==> src/rtl/i2c_req_arbiter.sv <==
// Round-robin arbiter/sequencer sharing one i2cmaster among NUM_REQ clients.
// Optional per-transaction abort: define I2C_ARB_TIMEOUT_EN (uses TIMEOUT_CYC).
module i2c_req_arbiter #(
  parameter int NUM_REQ     = 4,
  parameter int TIMEOUT_CYC = 4096
) (
  input  logic                 clk,
  input  logic                 rst_n,
  input  logic [NUM_REQ-1:0]   req,
  input  logic [7*NUM_REQ-1:0] req_addr,
  input  logic [8*NUM_REQ-1:0] req_data,
  input  logic [NUM_REQ-1:0]   req_rw,
  output logic [NUM_REQ-1:0]   gnt,
  output logic [NUM_REQ-1:0]   done,
  output logic [7:0]           rd_data,
  output logic                 err,
  output logic                 busy,
  output logic [6:0]           m_addr,
  output logic [7:0]           m_data_in,
  output logic                 m_rw,
  output logic                 m_enable,
  input  logic                 m_ready,
  input  logic [7:0]           m_data_out
);

  localparam int IDX_W = (NUM_REQ > 2) ? $clog2(NUM_REQ) : 1;

  typedef enum logic [1:0] {ARB, LAUNCH, WAIT, DONE} state_e;

  state_e             state_q;
  logic [IDX_W-1:0]   ptr_q;
  logic [IDX_W-1:0]   cur_q;
  logic [NUM_REQ-1:0] gnt_q;
  logic [NUM_REQ-1:0] done_q;
  logic [7:0]         rd_data_q;
  logic [6:0]         m_addr_q;
  logic [7:0]         m_data_q;
  logic               m_rw_q;
  logic               m_enable_q;

  logic               win_valid;
  logic [IDX_W-1:0]   win_idx;
  logic               timeout_hit;
  logic               timed_out;

  function automatic logic [IDX_W-1:0] rot_idx(input logic [IDX_W-1:0] base, input int offs);
    int sum;
    sum = int'(base) + offs;
    if (sum >= NUM_REQ) sum = sum - NUM_REQ;
    return IDX_W'(sum);
  endfunction

  // Scan downward so the smallest offset from the pointer is the last (winning) assignment.
  always_comb begin
    win_valid = 1'b0;
    win_idx   = '0;
    for (int k = NUM_REQ - 1; k >= 0; k--) begin
      if (req[rot_idx(ptr_q, k)]) begin
        win_valid = 1'b1;
        win_idx   = rot_idx(ptr_q, k);
      end
    end
  end

  always_ff @(posedge clk or negedge rst_n) begin
    if (!rst_n) begin
      state_q    <= ARB;
      ptr_q      <= '0;
      cur_q      <= '0;
      gnt_q      <= '0;
      done_q     <= '0;
      rd_data_q  <= '0;
      m_addr_q   <= '0;
      m_data_q   <= '0;
      m_rw_q     <= 1'b0;
      m_enable_q <= 1'b0;
    end else begin
      done_q <= '0;
      case (state_q)
        ARB: begin
          if (win_valid) begin
            gnt_q      <= NUM_REQ'(1) << win_idx;
            cur_q      <= win_idx;
            m_addr_q   <= req_addr[int'(win_idx)*7 +: 7];
            m_data_q   <= req_data[int'(win_idx)*8 +: 8];
            m_rw_q     <= req_rw[win_idx];
            m_enable_q <= 1'b1;
            state_q    <= LAUNCH;
          end
        end
        LAUNCH: begin
          // Enable drops as soon as the master leaves IDLE so it issues STOP after the byte.
          if (timeout_hit) begin
            m_enable_q <= 1'b0;
            state_q    <= DONE;
          end else if (!m_ready) begin
            m_enable_q <= 1'b0;
            state_q    <= WAIT;
          end
        end
        WAIT: begin
          if (timeout_hit || m_ready) state_q <= DONE;
        end
        DONE: begin
          done_q <= gnt_q;
          gnt_q  <= '0;
          if (m_rw_q && !timed_out) rd_data_q <= m_data_out;
          ptr_q   <= (int'(cur_q) == NUM_REQ - 1) ? '0 : cur_q + IDX_W'(1);
          state_q <= ARB;
        end
        default: state_q <= ARB;
      endcase
    end
  end

`ifdef I2C_ARB_TIMEOUT_EN
  localparam int CNT_W = $clog2(TIMEOUT_CYC) + 1;

  logic [CNT_W-1:0] to_cnt_q;
  logic             to_flag_q;
  logic             err_q;

  // Counter lands on TIMEOUT_CYC-1 on the same edge that moves the FSM to DONE.
  assign timeout_hit = ((state_q == LAUNCH) || (state_q == WAIT)) &&
                       (to_cnt_q == CNT_W'(TIMEOUT_CYC - 2));
  assign timed_out   = to_flag_q;
  assign err         = err_q;

  always_ff @(posedge clk or negedge rst_n) begin
    if (!rst_n) begin
      to_cnt_q  <= '0;
      to_flag_q <= 1'b0;
      err_q     <= 1'b0;
    end else begin
      err_q <= (state_q == DONE) && to_flag_q;
      if (state_q == ARB) begin
        to_cnt_q  <= '0;
        to_flag_q <= 1'b0;
      end else if ((state_q == LAUNCH) || (state_q == WAIT)) begin
        to_cnt_q <= to_cnt_q + CNT_W'(1);
        if (timeout_hit) to_flag_q <= 1'b1;
      end
    end
  end
`else
  assign timeout_hit = 1'b0;
  assign timed_out   = 1'b0;
  assign err         = 1'b0;
`endif

  assign gnt       = gnt_q;
  assign done      = done_q;
  assign rd_data   = rd_data_q;
  assign busy      = (state_q != ARB);
  assign m_addr    = m_addr_q;
  assign m_data_in = m_data_q;
  assign m_rw      = m_rw_q;
  assign m_enable  = m_enable_q;

endmodule

==> config.mk <==
export PLATFORM = sky130hd
export DESIGN_NAME = i2c_req_arbiter
export DESIGN_NICKNAME = d
export VERILOG_FILES = /design/src/rtl/i2c_req_arbiter.sv
export SDC_FILE = /design/constraint.sdc
export NUM_CORES = 1
export LEC_CHECK = 0
export ABC_AREA = 1
export ABC_CLOCK_PERIOD_IN_PS = 2500
export CAP_MARGIN = 20
export CORE_UTILIZATION = 40
export DETAILED_ROUTE_END_ITERATION = 10
export PLACE_DENSITY = 0.76
export SYNTH_ARGS = -nofsm -noshare
export SYNTH_HDL_FRONTEND = slang
export SYNTH_SLANG_ARGS = --single-unit
==> constraint.sdc <==
create_clock -name clk -period 2.5 [get_ports clk]
set_clock_uncertainty 0.15 [all_clocks]
set_input_delay 0.25 -clock clk [delete_from_list [all_inputs] [get_ports clk]]
set_output_delay 0.25 -clock clk [all_outputs]
set_load 0.02 [all_outputs]
Word level (Yosys, flattened, before mapping)
Cells that the tools add are included.
{ "op_classes": {"magnitude_cmp": 9, "n_shift": 3, "mul": 1, "n_addsub": 8, "muxes": 33, "n_reduce_logical": 9, "eq_ne": 7} }
{ "ops": {"columns": ["operator", "n"], "rows": [
  ["32-bit by 6-bit indexed part select with 8-bit output", 1],
  ["28-bit by 6-bit indexed part select with 7-bit output", 1],
  ["2-bit 2-to-1 mux", 12],
  ["2-bit by 3-bit less-than comparator with 1-bit output (second input constant)", 5],
  ["1-bit 2-to-1 mux", 11],
  ["1-bit binary-select mux with 2-bit select", 5],
  ["3-bit greater-or-equal comparator (second input constant)", 3],
  ["4-bit 2-to-1 mux", 2],
  ["2-bit one-hot mux with 4 select lines", 1],
  ["4-bit one-hot mux with 2 select lines", 1],
  ["2-bit by 1-bit subtractor with 2-bit output (second input constant)", 4],
  ["2-bit by 2-bit adder with 3-bit output (second input constant)", 2],
  ["2-bit != test (second input constant)", 3],
  ["2-bit AND reduction", 3],
  ["3-bit AND reduction", 2],
  ["2-bit nonzero test", 3],
  ["2-bit by 3-bit multiplier with 5-bit output (second input constant)", 1],
  ["2-bit by 1-bit == test with 1-bit output (second input constant)", 2],
  ["2-bit == test (second input constant)", 2],
  ["1-bit by 2-bit << shifter with 4-bit output (first input constant)", 1],
  ["2-bit by 1-bit adder with 3-bit output (second input constant)", 1],
  ["2-bit by 3-bit greater-or-equal comparator with 1-bit output (second input constant)", 1],
  ["2-bit by 1-bit adder with 2-bit output (second input constant)", 1],
  ["2-bit logical NOT", 1],
  ["1-bit one-hot mux with 2 select lines", 1]
]} }
{ "totals": {"output_inout_bits": 35, "wordCells": 80, "reg_bits": 39, "inputBits": 79} }

Logic depth before layout (Yosys ltp)
{ "depth": {"word_depth": 12, "ltp_mapped": 15, "mapped_depth_nobuf": 13} }

Least setup slack after synthesis
Ideal clock, no wire load.
{ "synth_timing": {"path_kind": "reg-to-reg", "startpoint": "reg ptr_q[0]", "endpoint": "reg m_addr_q[0] (netlist: m_addr[0])", "t_required_ns": 2.234, "synth_period_minus_slack_ns": 1.721, "arrival_time_ns": 1.454, "setup_ns": 0.116, "path_slack_ns": 0.779, "path_stages_with_launch": 15, "path_buffers": 2, "cell_sequence": "dfrtp_1 buf_6 inv_6 nand2_1 nand2_1 nand2_2 nand3_2 nand2_1 nand2_2 buf_2 nand3_1 nand3_1 nand2_1 inv_1 nand2_1"} }
{ "synth_between": {"elab_chain_len": 11, "elab_cells_between_ends": 34, "classes_between": "add/sub (7); mul (1); order compare (4); shift (1); mux (20); reduce/logical (1)"} }
{ "synth_lines": {"columns": ["element", "line_no", "source"], "rows": [
  ["start: declaration", "31", "logic [IDX_W-1:0] ptr_q;"],
  ["start signal: assignment", "108", "ptr_q <= (int'(cur_q) == NUM_REQ - 1) ? '0 : cur_q + IDX_W'(1);"],
  ["2-bit by 2-bit adder with 3-bit output", "48", "sum = int'(base) + offs;"],
  ["3-bit greater-or-equal comparator / 2-bit by 1-bit subtractor with 2-bit output (equally long branches)", "49", "if (sum >= NUM_REQ) sum = sum - NUM_REQ;"],
  ["2-bit 2-to-1 mux", "49", null],
  ["1-bit binary-select mux with 2-bit select", "58", "if (req[rot_idx(ptr_q, k)]) begin"],
  ["1-bit 2-to-1 mux (not written as such)", "58", null],
  ["2-bit 2-to-1 mux (4 in series)", "58", null],
  ["2-bit by 3-bit multiplier with 5-bit output", "84", "m_addr_q <= req_addr[int'(win_idx)*7 +: 7];"],
  ["28-bit by 6-bit indexed part select with 7-bit output", "84", null],
  ["end signal: assignment", "84", null],
  ["end: declaration", "36", "logic [6:0] m_addr_q;"]
]} }
Several ways; a longest one is shown, not always the timed one. The select of a mux whose other input is x is not followed.
A chain may end at the register's enable or synchronous reset.

Worst setup path after layout
{ "layout_timing": {"startpoint": "reg ptr_q[0]", "endpoint": "reg gnt_q[1] (netlist: gnt[1])"} }
{ "layout_between": {"elab_chain_len": 12, "elab_cells_between_ends": 36, "classes_between": "add/sub (7); order compare (4); eq/ne (1); shift (1); mux (22); reduce/logical (1)"} }
{ "layout_lines": {"columns": ["element", "line_no", "source"], "rows": [
  ["2-bit by 2-bit adder with 3-bit output", "48", null],
  ["3-bit greater-or-equal comparator / 2-bit by 1-bit subtractor with 2-bit output (equally long branches)", "49", null],
  ["2-bit 2-to-1 mux", "49", null],
  ["1-bit binary-select mux with 2-bit select", "58", null],
  ["1-bit 2-to-1 mux (not written as such)", "58", null],
  ["2-bit 2-to-1 mux (4 in series)", "58", null],
  ["1-bit by 2-bit << shifter with 4-bit output", "82", "gnt_q <= NUM_REQ'(1) << win_idx;"],
  ["4-bit 2-to-1 mux", "81", "if (win_valid) begin"],
  ["4-bit one-hot mux with 2 select lines", "79", "case (state_q)"],
  ["end signal: assignment", "82", null],
  ["end: declaration", "33", "logic [NUM_REQ-1:0] gnt_q;"]
]} }
Several ways; a longest one is shown, not always the timed one. The select of a mux whose other input is x is not followed.

==> summary.txt <==
Outcome
  – Status: complete, no violations

Yosys
  – Seq/Total Area, Yosys: approximately 37%
  – Mapped Nets: about 470
  – Cell Area, Synth: roughly 2700 µm²
  – Synth Instances: roughly 390
  – Synthesis-stage register bit count: 39
  – Syn_area_per_cell: ~7 µm²
  – Most frequent cells after synthesis: 137 x nand2_1, 72 x inv_1, 69 x nand3_1
  – Ys flop type: dfrtp_1
  – Post-synthesis async set-or-reset flop share: 100%
  – Top cell type's share of synthesized area: a little over a third
  – Most common cell in the synthesized netlist: nand2_1
  – YS warnings: 0
  – Cell variety after synth: 28
  – Area contributors post-synth: dfrtp_1 37%, nand2_1 19%, nand3_1 13%, inv_1 10%, buf_6 3.8%
  – Cell taking the most area after synthesis: dfrtp_1
  – Post-synth EDFFs: 0

Route
  – Final wirelength: 6880 µm
  – Post-route ant nets: 0
  – Vias: 2686
  – Residual DRC: 0
  – Post-DR wirelength/cell: about 12 µm
  – Vias per inst: between 4 and 5
  – DR pass1 iterations: 4
  – Initial drt markers: between 100 and 150

Cells and area
  – Core Util, Final: 60.7%
  – Post-Layout Cell Count: about 570
  – Antenna cells: 0
  – Sequential cell area: approximately 980 µm²
  – Final Cell Area: approximately 3900 µm²
  – Share of cells above drive strength 1: between 8 and 9%
  – Syn-to-layout area delta: 45.3%
  – Multi-input logic area: about 1300 µm²
  – Final Net Count: slightly below 600
  – # fillers: approximately 600

Floorplanning
  – Die Y: 83.7 µm
  – DIE AREA: between 7000 and 8000 µm²
  – Die Span X: between 80 and 90 µm
  – Core area: around 6400 µm²
  – Num ports: 114
  – # rows: 29
  – Initial Utilization: approximately two fifths

Global routing
  – Largest net degree at the start of global routing: 40
  – Initial antenna violation count: 0
  – Vias in the first global route: between 2000 and 3000
  – Met1 usage: between 20 and 25%
  – Busiest metal layer after global routing: met2
  – First-pass GRT wire length: 11600 µm
  – Global Route Usage Sum: between 20% and 30%
  – Remaining Overflow, GRT: 0
  – Routing usage on met2: around 34%
  – Met3 Use GR: under 10%

STA
  – Unrepaired setup endpoints after global routing: no
  – Max_slew headroom: a little over two fifths
  – Final Cycle Share: 87.9%
  – Worst-margin pin slew: about 0.87 ns
  – Hold Fails Final Rpt: 0
  – Fmax: ~460 MHz
  – TNS Setup: 0 ns
  – Max-slew violations: 0
  – Tmin final: 2.20 ns
  – Endpoints failing setup: 0
  – Min Hold Slack: ~0.34 ns

Pwr
  – Power per standard cell area: 1250 nW/µm²
  – Leak Pwr: roughly 2.0 nW
  – Peak supply drop: ~0.57 mV

Hold path
  – Hold crit path type: reg2reg

Place
  – Port-buffer cells: roughly 110
  – HPWL after detailed placement: 5080 µm
  – Placer Congestion: ~0.9
  – # placed instances: 562
  – Placed Area: roughly 3800 µm²

Clock tree
  – Worst-skew pair later-pin latency: 0.29 ns
  – Setup bufs post-CTS: 0
  – Clk buf depth: 2
  – Clk root buf: clkbuf_8
  – Clock sink count: 39
  – Clock slew at reported path FFs: roughly 0.080 ns
  – CTS Buf Count: 5
  – H-tree depth: 2
  – CTS tree: done

Setup path
  – CP Data Arrival Time: ~2.2 ns
  – WS Path Type: reg2reg
  – Crit-path max FO: 20
  – Worst Setup Start Kind: register
  – Critical path data required time: 2.52 ns
  – Crit end category: register

Run
  – Max Cap Violations: 0
## cell families after synthesis
| group | synth area share [%] |
|---|---|
| other | 0.141 |
| DFF | 36.6 |
| adders and majority gates | 2.81 |
| AOI/OAI and AO/OA | 3.23 |
| and+or+nand+nor | 37.4 |
| muxes | 3.38 |
| buffers and inverters | 16.5 |
## worst max-delay path, stage by stage (launching register included)
cell and delay, ns:
dfrtp_2 0.50, inv_6 0.11, nand2_2 0.05, nand3_1 0.09, nand2_1 0.10, nor2_1 0.18, nand2_2 0.09, nand2_4 0.14
clkinvlp_4 0.36, nand2_1 0.20, o22ai_1 0.10
## what timing repair did
action	CTS	global route
gates resized for setup	0	2
hold endpoints to repair	39	0
hold buffers	1	0
setup endpoints to repair	0	3
## sequential cells by signal (all words and copies together), names as in the netlist
name	flops
m_data_in	8
rd_data	8
m_addr	7
done	4
gnt	4
cur_q	2
ptr_q	2
state_q	2
m_enable	1
m_rw	1
## metal layers
metal  wire, µm  up-vias  part of all wire, %
li1           -     1383                    -
met1       2980     1212                   43
met2       3320       79                   48
met3        421       12                  6.1
met4        151        0                  2.2
met5          0        -                    0
## worst paths after layout
kind                             to  cells past startpoint      from  slack [ns]
setup / recovery             gnt[1]                     10  ptr_q[0]        0.30
hold / removal             ptr_q[0]                      1  cur_q[0]        0.34
setup reg to reg             gnt[1]                     10  ptr_q[0]        0.30
hold reg to reg            ptr_q[0]                      1  cur_q[0]        0.34
max in group asynchronous  ptr_q[0]                      2     rst_n        1.15
min in group asynchronous   done[2]                      2     rst_n        0.45
## stage by stage
stage / worst slack, ns / power, W
2_1_floorplan: 0.779 / 0.00356
3_3_place_gp: 0.169 / 0.00439
3_5_place_dp: 0.109 / 0.00446
4_1_cts: 0.217 / 0.00489
5_1_grt: 0.130 / 0.00533
6_report: 0.303 / 0.00485
## report_power, final
part | internal (W) | total, W | switching (W)
clock network | 0.000195 | 0.000413 | 0.000218
registers | 0.000925 | 0.00112 | 0.000197
logic | 0.00132 | 0.00332 | 0.00200
## cell usage in the layout, fill, tap and decap left out, types with 2 or more instances in the layout
| cell | n |
|---|---|
| nand2_4 | 2 |
| ha_1 | 6 |
| nor2_1 | 3 |
| o22ai_1 | 4 |
| nand3_2 | 2 |
| inv_1 | 71 |
| a21oi_1 | 2 |
| o21ai_0 | 3 |
| mux2_2 | 8 |
| clkinvlp_4 | 2 |
| clkdlybuf4s50_1 | 111 |
| nand2_1 | 137 |
| nand3_1 | 69 |
| inv_2 | 2 |
| nand2_2 | 9 |
| dfrtp_1 | 38 |
| buf_4 | 4 |
| clkbuf_8 | 5 |
## area by class of cell
| type | instances | share of cell area, % |
|---|---|---|
| tap | 77 | 2.48 |
| timing repair buffer | 118 | 30.3 |
| clock inverter | 2 | 0.323 |
| inverter | 75 | 7.48 |
| sequential | 39 | 25.2 |
| clock buffer | 6 | 1.87 |
| multi-input combinational | 254 | 32.3 |
Note: power is estimated with default switching activity, not from simulation.
